===== src/rtl/ao_sel_pkg.sv =====
// rtl/ao_sel_pkg.sv - shared types and constants for the AND-OR select pipe
package ao_sel_pkg;

  typedef enum logic {
    AO_MODE_OR   = 1'b0,
    AO_MODE_PRIO = 1'b1
  } ao_mode_e;

  localparam int AO_WIDTH_MIN = 1;
  localparam int AO_WIDTH_MAX = 64;
  localparam int AO_NCH_MIN   = 2;
  localparam int AO_NCH_MAX   = 16;
  localparam int AO_BUF_DEPTH = 2;

endpackage


===== src/rtl/ao_sel_fifo2.sv =====
// rtl/ao_sel_fifo2.sv - 2-entry in-order result buffer with registered input ready
module ao_sel_fifo2
  import ao_sel_pkg::*;
#(
  parameter int WIDTH = 8
) (
  input  logic             clk_i,
  input  logic             rst_ni,
  input  logic             in_valid_i,
  input  logic [WIDTH-1:0] in_data_i,
  output logic             in_ready_o,
  output logic             out_valid_o,
  input  logic             out_ready_i,
  output logic [WIDTH-1:0] out_data_o
);

  logic [WIDTH-1:0] slot0_q, slot0_d;
  logic [WIDTH-1:0] slot1_q, slot1_d;
  logic [1:0]       cnt_q, cnt_d;
  logic             in_ready_q, in_ready_d;
  logic             push, pop;

  assign push = in_valid_i && in_ready_q;
  assign pop  = (cnt_q != 2'd0) && out_ready_i;

  // The head always lives in slot0, so popping shifts slot1 forward.
  always_comb begin
    slot0_d = slot0_q;
    slot1_d = slot1_q;
    cnt_d   = cnt_q;
    if (pop) begin
      slot0_d = slot1_q;
      cnt_d   = cnt_q - 2'd1;
    end
    if (push) begin
      if (cnt_d == 2'd0) begin
        slot0_d = in_data_i;
      end else begin
        slot1_d = in_data_i;
      end
      cnt_d = cnt_d + 2'd1;
    end
    in_ready_d = (cnt_d < 2'(AO_BUF_DEPTH));
  end

  always_ff @(posedge clk_i or negedge rst_ni) begin
    if (!rst_ni) begin
      slot0_q    <= '0;
      slot1_q    <= '0;
      cnt_q      <= 2'd0;
      in_ready_q <= 1'b0;
    end else begin
      slot0_q    <= slot0_d;
      slot1_q    <= slot1_d;
      cnt_q      <= cnt_d;
      in_ready_q <= in_ready_d;
    end
  end

  assign in_ready_o  = in_ready_q;
  assign out_valid_o = (cnt_q != 2'd0);
  assign out_data_o  = out_valid_o ? slot0_q : '0;

endmodule


===== src/rtl/ao_sel_pipe.sv =====
// rtl/ao_sel_pipe.sv - AND-OR / priority channel select feeding a 2-entry result buffer
module ao_sel_pipe
  import ao_sel_pkg::*;
#(
  parameter int WIDTH = 8,
  parameter int NCH   = 3
) (
  input  logic                 CLK,
  input  logic                 RSTB,
  input  logic                 IN_VALID,
  output logic                 IN_READY,
  input  logic [NCH-1:0]       SEL,
  input  logic [NCH*WIDTH-1:0] DATA,
  input  logic                 MODE,
  output logic                 Q_VALID,
  input  logic                 Q_READY,
  output logic [WIDTH-1:0]     Q,
  input  logic                 ERR_CLR,
  output logic                 SEL_ERR
);

  ao_mode_e         mode;
  logic [WIDTH-1:0] result;
  logic             found;
  logic             multi_sel;
  logic             accept;
  logic             err_set;
  logic             sel_err_q, sel_err_d;

  assign mode = ao_mode_e'(MODE);

  always_comb begin
    result = '0;
    found  = 1'b0;
    for (int i = 0; i < NCH; i++) begin
      if (SEL[i]) begin
        if (mode == AO_MODE_OR) begin
          result = result | DATA[i*WIDTH +: WIDTH];
        end else if (!found) begin
          result = DATA[i*WIDTH +: WIDTH];
          found  = 1'b1;
        end
      end
    end
  end

  // Clearing the lowest set bit leaves something only if two or more were set.
  assign multi_sel = |(SEL & (SEL - NCH'(1)));
  assign accept    = IN_VALID && IN_READY;
  assign err_set   = accept && (mode == AO_MODE_OR) && multi_sel;

  always_comb begin
    sel_err_d = sel_err_q;
    if (err_set) begin
      sel_err_d = 1'b1;
    end else if (ERR_CLR) begin
      sel_err_d = 1'b0;
    end
  end

  always_ff @(posedge CLK or negedge RSTB) begin
    if (!RSTB) begin
      sel_err_q <= 1'b0;
    end else begin
      sel_err_q <= sel_err_d;
    end
  end

  assign SEL_ERR = sel_err_q;

  ao_sel_fifo2 #(
    .WIDTH(WIDTH)
  ) u_fifo (
    .clk_i      (CLK),
    .rst_ni     (RSTB),
    .in_valid_i (IN_VALID),
    .in_data_i  (result),
    .in_ready_o (IN_READY),
    .out_valid_o(Q_VALID),
    .out_ready_i(Q_READY),
    .out_data_o (Q)
  );

endmodule


===== config.mk =====
export PLATFORM = sky130hd
export DESIGN_NAME = ao_sel_pipe
export DESIGN_NICKNAME = d
export VERILOG_FILES = /design/src/rtl/ao_sel_pkg.sv /design/src/rtl/ao_sel_fifo2.sv /design/src/rtl/ao_sel_pipe.sv
export SDC_FILE = /design/constraint.sdc
export NUM_CORES = 1
export LEC_CHECK = 0
export ABC_AREA = 1
export CAP_MARGIN = 25
export CORE_ASPECT_RATIO = 0.5
export CORE_MARGIN = 4
export CORE_UTILIZATION = 48
export CTS_BUF_LIST = sky130_fd_sc_hd__clkbuf_16
export CTS_CLUSTER_DIAMETER = 200
export DETAILED_ROUTE_END_ITERATION = 8
export MAX_ROUTING_LAYER = met4
export PLACE_DENSITY = 0.84
export SYNTH_ARGS = -nofsm -noshare
export SYNTH_HDL_FRONTEND = slang
export SYNTH_SLANG_ARGS = --single-unit

===== constraint.sdc =====
create_clock -name CLK -period 5.9 [get_ports CLK]
set_input_delay 1.18 -clock CLK [delete_from_list [all_inputs] [get_ports CLK]]
set_output_delay 1.18 -clock CLK [all_outputs]
set_load 0.02 [all_outputs]

==> results of run 1 <==
==> state kept, by name, summed over array words and instances, names as in the netlist <==
| register | cells |
|---|---|
| SEL_ERR | 1 |
| u_fifo.cnt_q | 2 |
| u_fifo.in_ready_o | 1 |
| u_fifo.slot0_q | 8 |
| u_fifo.slot1_q | 8 |
==> per-stage QoR <==
step,hold WS [ns],worst slack (ns),total power [mW],instance area [um2]
after floorplan,0.449,3.64,0.526,1280
after global placement,0.470,2.84,0.662,1700
after detailed placement,0.480,2.79,0.672,1700
after CTS,0.492,2.86,0.815,1780
after global routing,0.524,2.78,0.877,1780
final,0.498,2.88,0.811,1780
==> kinds of logic after synthesis <==
group | share of synthesized area [%]
adders and majority gates | 1.96
buffers and inverters | 14.2
DFF | 39.2
xor gates and xnor gates | 1.27
and+or+nand+nor | 37.5
AOI/OAI and AO/OA | 5.88
==> cell usage in the layout (no fill, tap or decap), drive strengths merged <==
cell,count
a21oi,3
clkbuf,3
clkdlybuf4s50,43
clkinv,1
dfrtp,20
ha,2
inv,33
nand2,87
nand3,19
nor2,10
o211ai,6
o21ai,1
o22ai,1
xor2,1
==> layout make-up <==
type / instances / area [um2]
timing repair buffer: 43 / 430
clock buffer: 3 / 75.1
clock inverter: 1 / 3.75
inverter: 33 / 131
sequential: 20 / 500
tap: 35 / 43.8
fill: 191 / 592
multi-input combinational: 130 / 596
==> power by group through the flow <==
stage                     Sequential (mW)  Clock, mW  Combinational, mW
after global placement              0.240          0              0.422
after global routing                0.245      0.146              0.486
after CTS                           0.238      0.139              0.438
final                               0.238      0.137              0.436
after floorplan                     0.235          0              0.291
after detailed placement            0.240          0              0.432
==> path summary, 6_finish.rpt <==
kind | startpoint | end | slack [ns]
hold reg to reg | u_fifo.slot1_q[1] | u_fifo.slot1_q[1] | 0.50
min in group asynchronous | RSTB | SEL_ERR | 1.41
setup reg to reg | u_fifo.cnt_q[0] | u_fifo.slot1_q[1] | 3.62
max in group asynchronous | RSTB | u_fifo.cnt_q[0] | 3.97
setup / recovery | u_fifo.cnt_q[0] | Q[1] | 2.88
hold / removal | u_fifo.slot1_q[1] | u_fifo.slot1_q[1] | 0.50
==> layer usage <==
layer	GRT usage, %	up-vias	wire, um
li1	-	659	-
met4	3.03	0	21
met2	25.8	50	1240
met3	5.49	4	313
met1	27.2	553	1500
met5	-	-	0
==> worst register-to-register path, cell delays in order, from the launching register on <==
cell and delay, ns:
dfrtp_1 0.40, inv_1 0.07, ha_1 0.43, inv_8 0.06, nand2_4 0.17, xor2_2 0.12, ha_1 0.25, nor2_2 0.30
inv_1 0.21, nand2_1 0.11, nand2_1 0.05
==> results.sh, run 1 <==
export IMPL_status="complete, no violations"
export IMPL_synth_top_area_share_pct=39.2
export IMPL_syn_avg_cell_area_um2=6.80
export IMPL_finalMaxSlewViolations=0
export IMPL_clk_latency_ns=0.25
export IMPL_cp_top_family="buffers and inverters"
export IMPL_n_antenna_cell=0
export IMPL_cts_made_buffers=3
export IMPL_grt_max_degree=21
export IMPL_fin_tns_setup_ns=0
export IMPL_area_growth_pct=39.4
export IMPL_coreArea_um2=2370
export IMPL_synth_common_cells="82 x nand2_1, 30 x inv_1, 20 x dfrtp_1"
export IMPL_path_depth=4
export IMPL_worstPathRequired_ns=4.72
export IMPL_antenna_left=0
export IMPL_drt_initial_drc_count=126
export IMPL_syn_area_um2=1280
export IMPL_drive_above_1_share_pct=6.09
export IMPL_cpPeakStageDelay_ns=0.62
export IMPL_p_sw_uw=331
export IMPL_finalHoldViolations=0
export IMPL_syn_instance_count=188
export IMPL_grt_ovfl_total=0
export IMPL_setup_violations=0
export IMPL_tightest_slew_ns=0.837
export IMPL_post_route_period_util_pct=51.2
export IMPL_synthDistinctLibCells=18
export IMPL_drv_cap=0
export IMPL_synthArstFlopShare_pct=100
export IMPL_fp_dieW_um=81.0
export IMPL_hold_path_depth=2
export IMPL_start_util_pct=53.9
export IMPL_nNetsFinal=266
export IMPL_internal_power_uw=480
export IMPL_synth_seq_cells=20
export IMPL_cp_max_fo=9
export IMPL_yosysSeqAreaShare_pct=39.2
export IMPL_hpwlAfterDp_mm=2.47
export IMPL_cts_clk_slew_worst_paths_ns=0.05
export IMPL_final_util_pct=75.1
export IMPL_firstDrtPassIters=4
export IMPL_synth_ff_type="dfrtp_1"
export IMPL_clock_skew_ns=0.00292
export IMPL_clockPowerShare_pct=16.9
export IMPL_post_cts_buffers=0
export IMPL_worst_path_max_delay_cell="clkdlybuf4s50_1"
export IMPL_comb_power_share_pct=53.7
export IMPL_peakVddDrop_mv=0.222
export IMPL_portBuffers=43
export IMPL_cts_tree="done"
export IMPL_path_cells="inv_1, ha_1, nor2_1, clkdlybuf4s50_1"
export IMPL_min_period_ns=3.02
export IMPL_vias=1266
export IMPL_io_pins=44
export IMPL_drc_errors=0
export IMPL_die_h_um=44.5
export IMPL_setup_worst_path_class="flip-flop to output pin"
export IMPL_avgRoutedWirePerCell_um=11.6
export IMPL_avgViaCountPerCell=4.78
export IMPL_syn_num_nets=223
export IMPL_clkSinkCount=20
export IMPL_routabilityCongestion=0.873
export IMPL_grt_pass1_wl_mm=4.95
export IMPL_start_kind="flip-flop"
export IMPL_crit_buf_inv=2
export IMPL_antenna_found_initial=0
export IMPL_grt_pass1_vias=1083
export IMPL_cts_resized=0
export IMPL_powerDensity_nw_per_um2=456
export IMPL_rsz0062_at_grt="no"
export IMPL_fmax_mhz=331
export IMPL_root_buffer="clkbuf_16"
export IMPL_cts_buffer_depth=2
export IMPL_holdBufCountCts=0
export IMPL_cp_arrival_ns=1.84
export IMPL_grt_total_usage_pct=18.7
export IMPL_synthTopCellsByArea="dfrtp_1 39%, nand2_1 24%, inv_1 8.8%"
export IMPL_cts_htree_levels=1
export IMPL_rows=12
export IMPL_die_area_um2=3600
export IMPL_yosys_area_top_type="dfrtp_1"
export IMPL_worstSetupEndpointType="output pin"
export IMPL_yosysWarnings=0
export IMPL_dp_cells=261
export IMPL_p_leak_nw=0.971
export IMPL_routed_wl_mm=3.08
export IMPL_r2r_cells=10
export IMPL_hold_class="flip-flop to flip-flop"
export IMPL_synth_most_common_cell="nand2_1"
export IMPL_p_seq_share_pct=29.3
export IMPL_synth_edff_count=0
export IMPL_stdcell_count=265
export IMPL_slew_headroom_pct=44.0
export IMPL_swShare_pct=40.8
Power figures use the tool's default switching activity.
==> run 2: changes to the inputs <==
Settings changed: CORE_UTILIZATION 48 to 45, PLACE_DENSITY 0.84 to 0.8.
Clock period 5.9 ns to 3 ns, I/O delays scaled along.
==> run 2 against run 1 <==
Combinational power up 95%. Via count down 4.7%. Design area up 0.14%. Total power up 95%. Register-to-register slack worse by 2.9 ns. Clock-buffer cell count unchanged. Non-clock buffer count unchanged. Die area up 5.7%. Worst setup slack worse by 2.3 ns. Global-route usage down 2.4 points. Critical path depth unchanged. Sequential cell count unchanged.
==> results.sh, run 2 (synthesized netlist as in run 1, its figures left out) <==
export IMPL_status="complete, no violations"
export IMPL_cp_max_fo=9
export IMPL_antenna_found_initial=0
export IMPL_drc_errors=0
export IMPL_slew_headroom_pct=42.8
export IMPL_grt_ovfl_total=0
export IMPL_post_route_period_util_pct=81.0
export IMPL_coreArea_um2=2650
export IMPL_hold_path_depth=2
export IMPL_n_antenna_cell=0
export IMPL_use_met1_pct=22.9
export IMPL_drv_cap=0
export IMPL_worstHoldEndpoint="u_fifo.slot1_q[5]"
export IMPL_cts_tree="done"
export IMPL_setup_worst_path_class="flip-flop to output pin"
export IMPL_routabilityCongestion=0.805
export IMPL_firstDrtPassIters=4
export IMPL_grt_pass1_wl_mm=4.71
export IMPL_p_leak_nw=0.971
export IMPL_fin_tns_setup_ns=0
export IMPL_portBuffers=43
export IMPL_final_util_pct=67.2
export IMPL_tightest_slew_ns=0.855
export IMPL_cts_made_buffers=3
export IMPL_vias=1206
export IMPL_grt_pass1_vias=1059
export IMPL_clockPowerShare_pct=16.7
export IMPL_avgRoutedWirePerCell_um=11.0
export IMPL_crit_buf_inv=2
export IMPL_cts_buffer_depth=2
export IMPL_worst_path_max_delay_cell="clkdlybuf4s50_1"
export IMPL_clk_latency_ns=0.25
export IMPL_fp_dieW_um=83.4
export IMPL_met2_usage_pct=24.7
export IMPL_use_met3_pct=3.25
export IMPL_io_pins=44
export IMPL_start_kind="flip-flop"
export IMPL_finalHoldViolations=0
export IMPL_finalMaxSlewViolations=0
export IMPL_grt_max_degree=21
export IMPL_holdBufCountCts=0
export IMPL_reg2reg_to="u_fifo.slot1_q[7]"
export IMPL_cts_resized=0
export IMPL_reg2reg_slack_ns=0.71
export IMPL_swShare_pct=40.4
export IMPL_path_cells="inv_1, ha_1, nor2_1, clkdlybuf4s50_1"
export IMPL_start_util_pct=48.2
export IMPL_hold_class="flip-flop to flip-flop"
export IMPL_cp_arrival_ns=1.83
export IMPL_p_seq_share_pct=29.6
export IMPL_clkSinkCount=20
export IMPL_min_period_ns=2.43
export IMPL_cpPeakStageDelay_ns=0.61
export IMPL_worstSetupEndpointType="output pin"
export IMPL_routed_wl_mm=2.95
export IMPL_peakVddDrop_mv=0.448
export IMPL_nNetsFinal=266
export IMPL_r2r_cells=10
export IMPL_grt_busiest_layer="met2"
export IMPL_fmax_mhz=411
export IMPL_drt_initial_drc_count=59
export IMPL_worstPathRequired_ns=2.40
export IMPL_clock_skew_ns=0.00111
export IMPL_drive_above_1_share_pct=6.09
export IMPL_layout_commonest_cell="nand2_1"
export IMPL_largestRegisters="u_fifo.slot0_q x8, u_fifo.slot1_q x8, u_fifo.cnt_q x2"
export IMPL_area_growth_pct=39.6
export IMPL_cts_htree_levels=1
export IMPL_comb_power_share_pct=53.6
export IMPL_final_cell_mix="82 x nand2_1, 43 x clkdlybuf4s50_1, 30 x inv_1"
export IMPL_r2r_start="u_fifo.cnt_q[0]"
export IMPL_avgViaCountPerCell=4.52
export IMPL_internal_power_uw=944
export IMPL_setup_violations=0
export IMPL_rows=13
export IMPL_min_from="u_fifo.slot1_q[5]"
export IMPL_die_h_um=45.7
export IMPL_antenna_left=0
export IMPL_grt_total_usage_pct=16.3
export IMPL_hpwlAfterDp_mm=2.44
export IMPL_post_cts_buffers=0
export IMPL_die_area_um2=3810
export IMPL_powerDensity_nw_per_um2=889
export IMPL_p_sw_uw=641
export IMPL_rsz0062_at_grt="no"
export IMPL_root_buffer="clkbuf_16"
export IMPL_cp_top_family="buffers and inverters"
export IMPL_cts_clk_slew_worst_paths_ns=0.05
==> run 2: cell type report <==
type,count,area [um2]
clock inverters,1,3.75
well taps,37,46.3
fillers,224,868
clock buffers,3,75.1
inverters,33,131
repair buffers,43,430
multi-input cells,130,596
flip-flops and latches,20,500
==> run 2: power groups by stage <==
stage | combinational, mW | clock, mW | sequential (mW)
after floorplan | 0.572 | 0 | 0.463
after CTS | 0.856 | 0.268 | 0.469
after detailed placement | 0.850 | 0 | 0.472
final | 0.851 | 0.265 | 0.470
after global placement | 0.827 | 0 | 0.470
after global routing | 0.941 | 0.284 | 0.485
==> run 2: worst max path at each step <==
stage	startpoint	to	slack, ns	cells past startpoint
finish	u_fifo.cnt_q[0]	Q[1]	0.57	4
global route	u_fifo.cnt_q[0]	Q[4]	0.50	4
CTS	u_fifo.cnt_q[0]	Q[1]	0.56	4
detailed placement	Q_READY	u_fifo.slot1_q[1]	0.48	8
global placement	Q_READY	u_fifo.slot1_q[4]	0.52	8
floorplan	u_fifo.cnt_q[0]	u_fifo.slot1_q[0]	1.08	11
==> run 2: metal layers <==
layer / vias up / wire length (um)
met5: - / 0
met4: 0 / 0
met3: 0 / 223
met2: 50 / 1250
met1: 504 / 1480
li1: 652 / -
==> run 2: worst register-to-register path, cell delays in order (launching register included) <==
cell and delay, ns:
dfrtp_1 0.41, inv_1 0.07, ha_1 0.43, inv_8 0.06, nand2_4 0.17, xor2_2 0.11
ha_1 0.25, nor2_2 0.29, inv_1 0.21, nand2_1 0.12, nand2_1 0.06
==> run 2: stage by stage <==
| step | std cells | hold slack [ns] | worst slack, ns | total power [mW] | area, um2 |
|---|---|---|---|---|---|
| after floorplan | 188 | 0.304 | 1.08 | 1.03 | 1280 |
| after global placement | 263 | 0.473 | 0.524 | 1.30 | 1700 |
| after detailed placement | 263 | 0.478 | 0.476 | 1.32 | 1700 |
| after CTS | 267 | 0.492 | 0.556 | 1.59 | 1780 |
| after global routing | 267 | 0.535 | 0.504 | 1.71 | 1780 |
| final | 267 | 0.498 | 0.570 | 1.59 | 1780 |
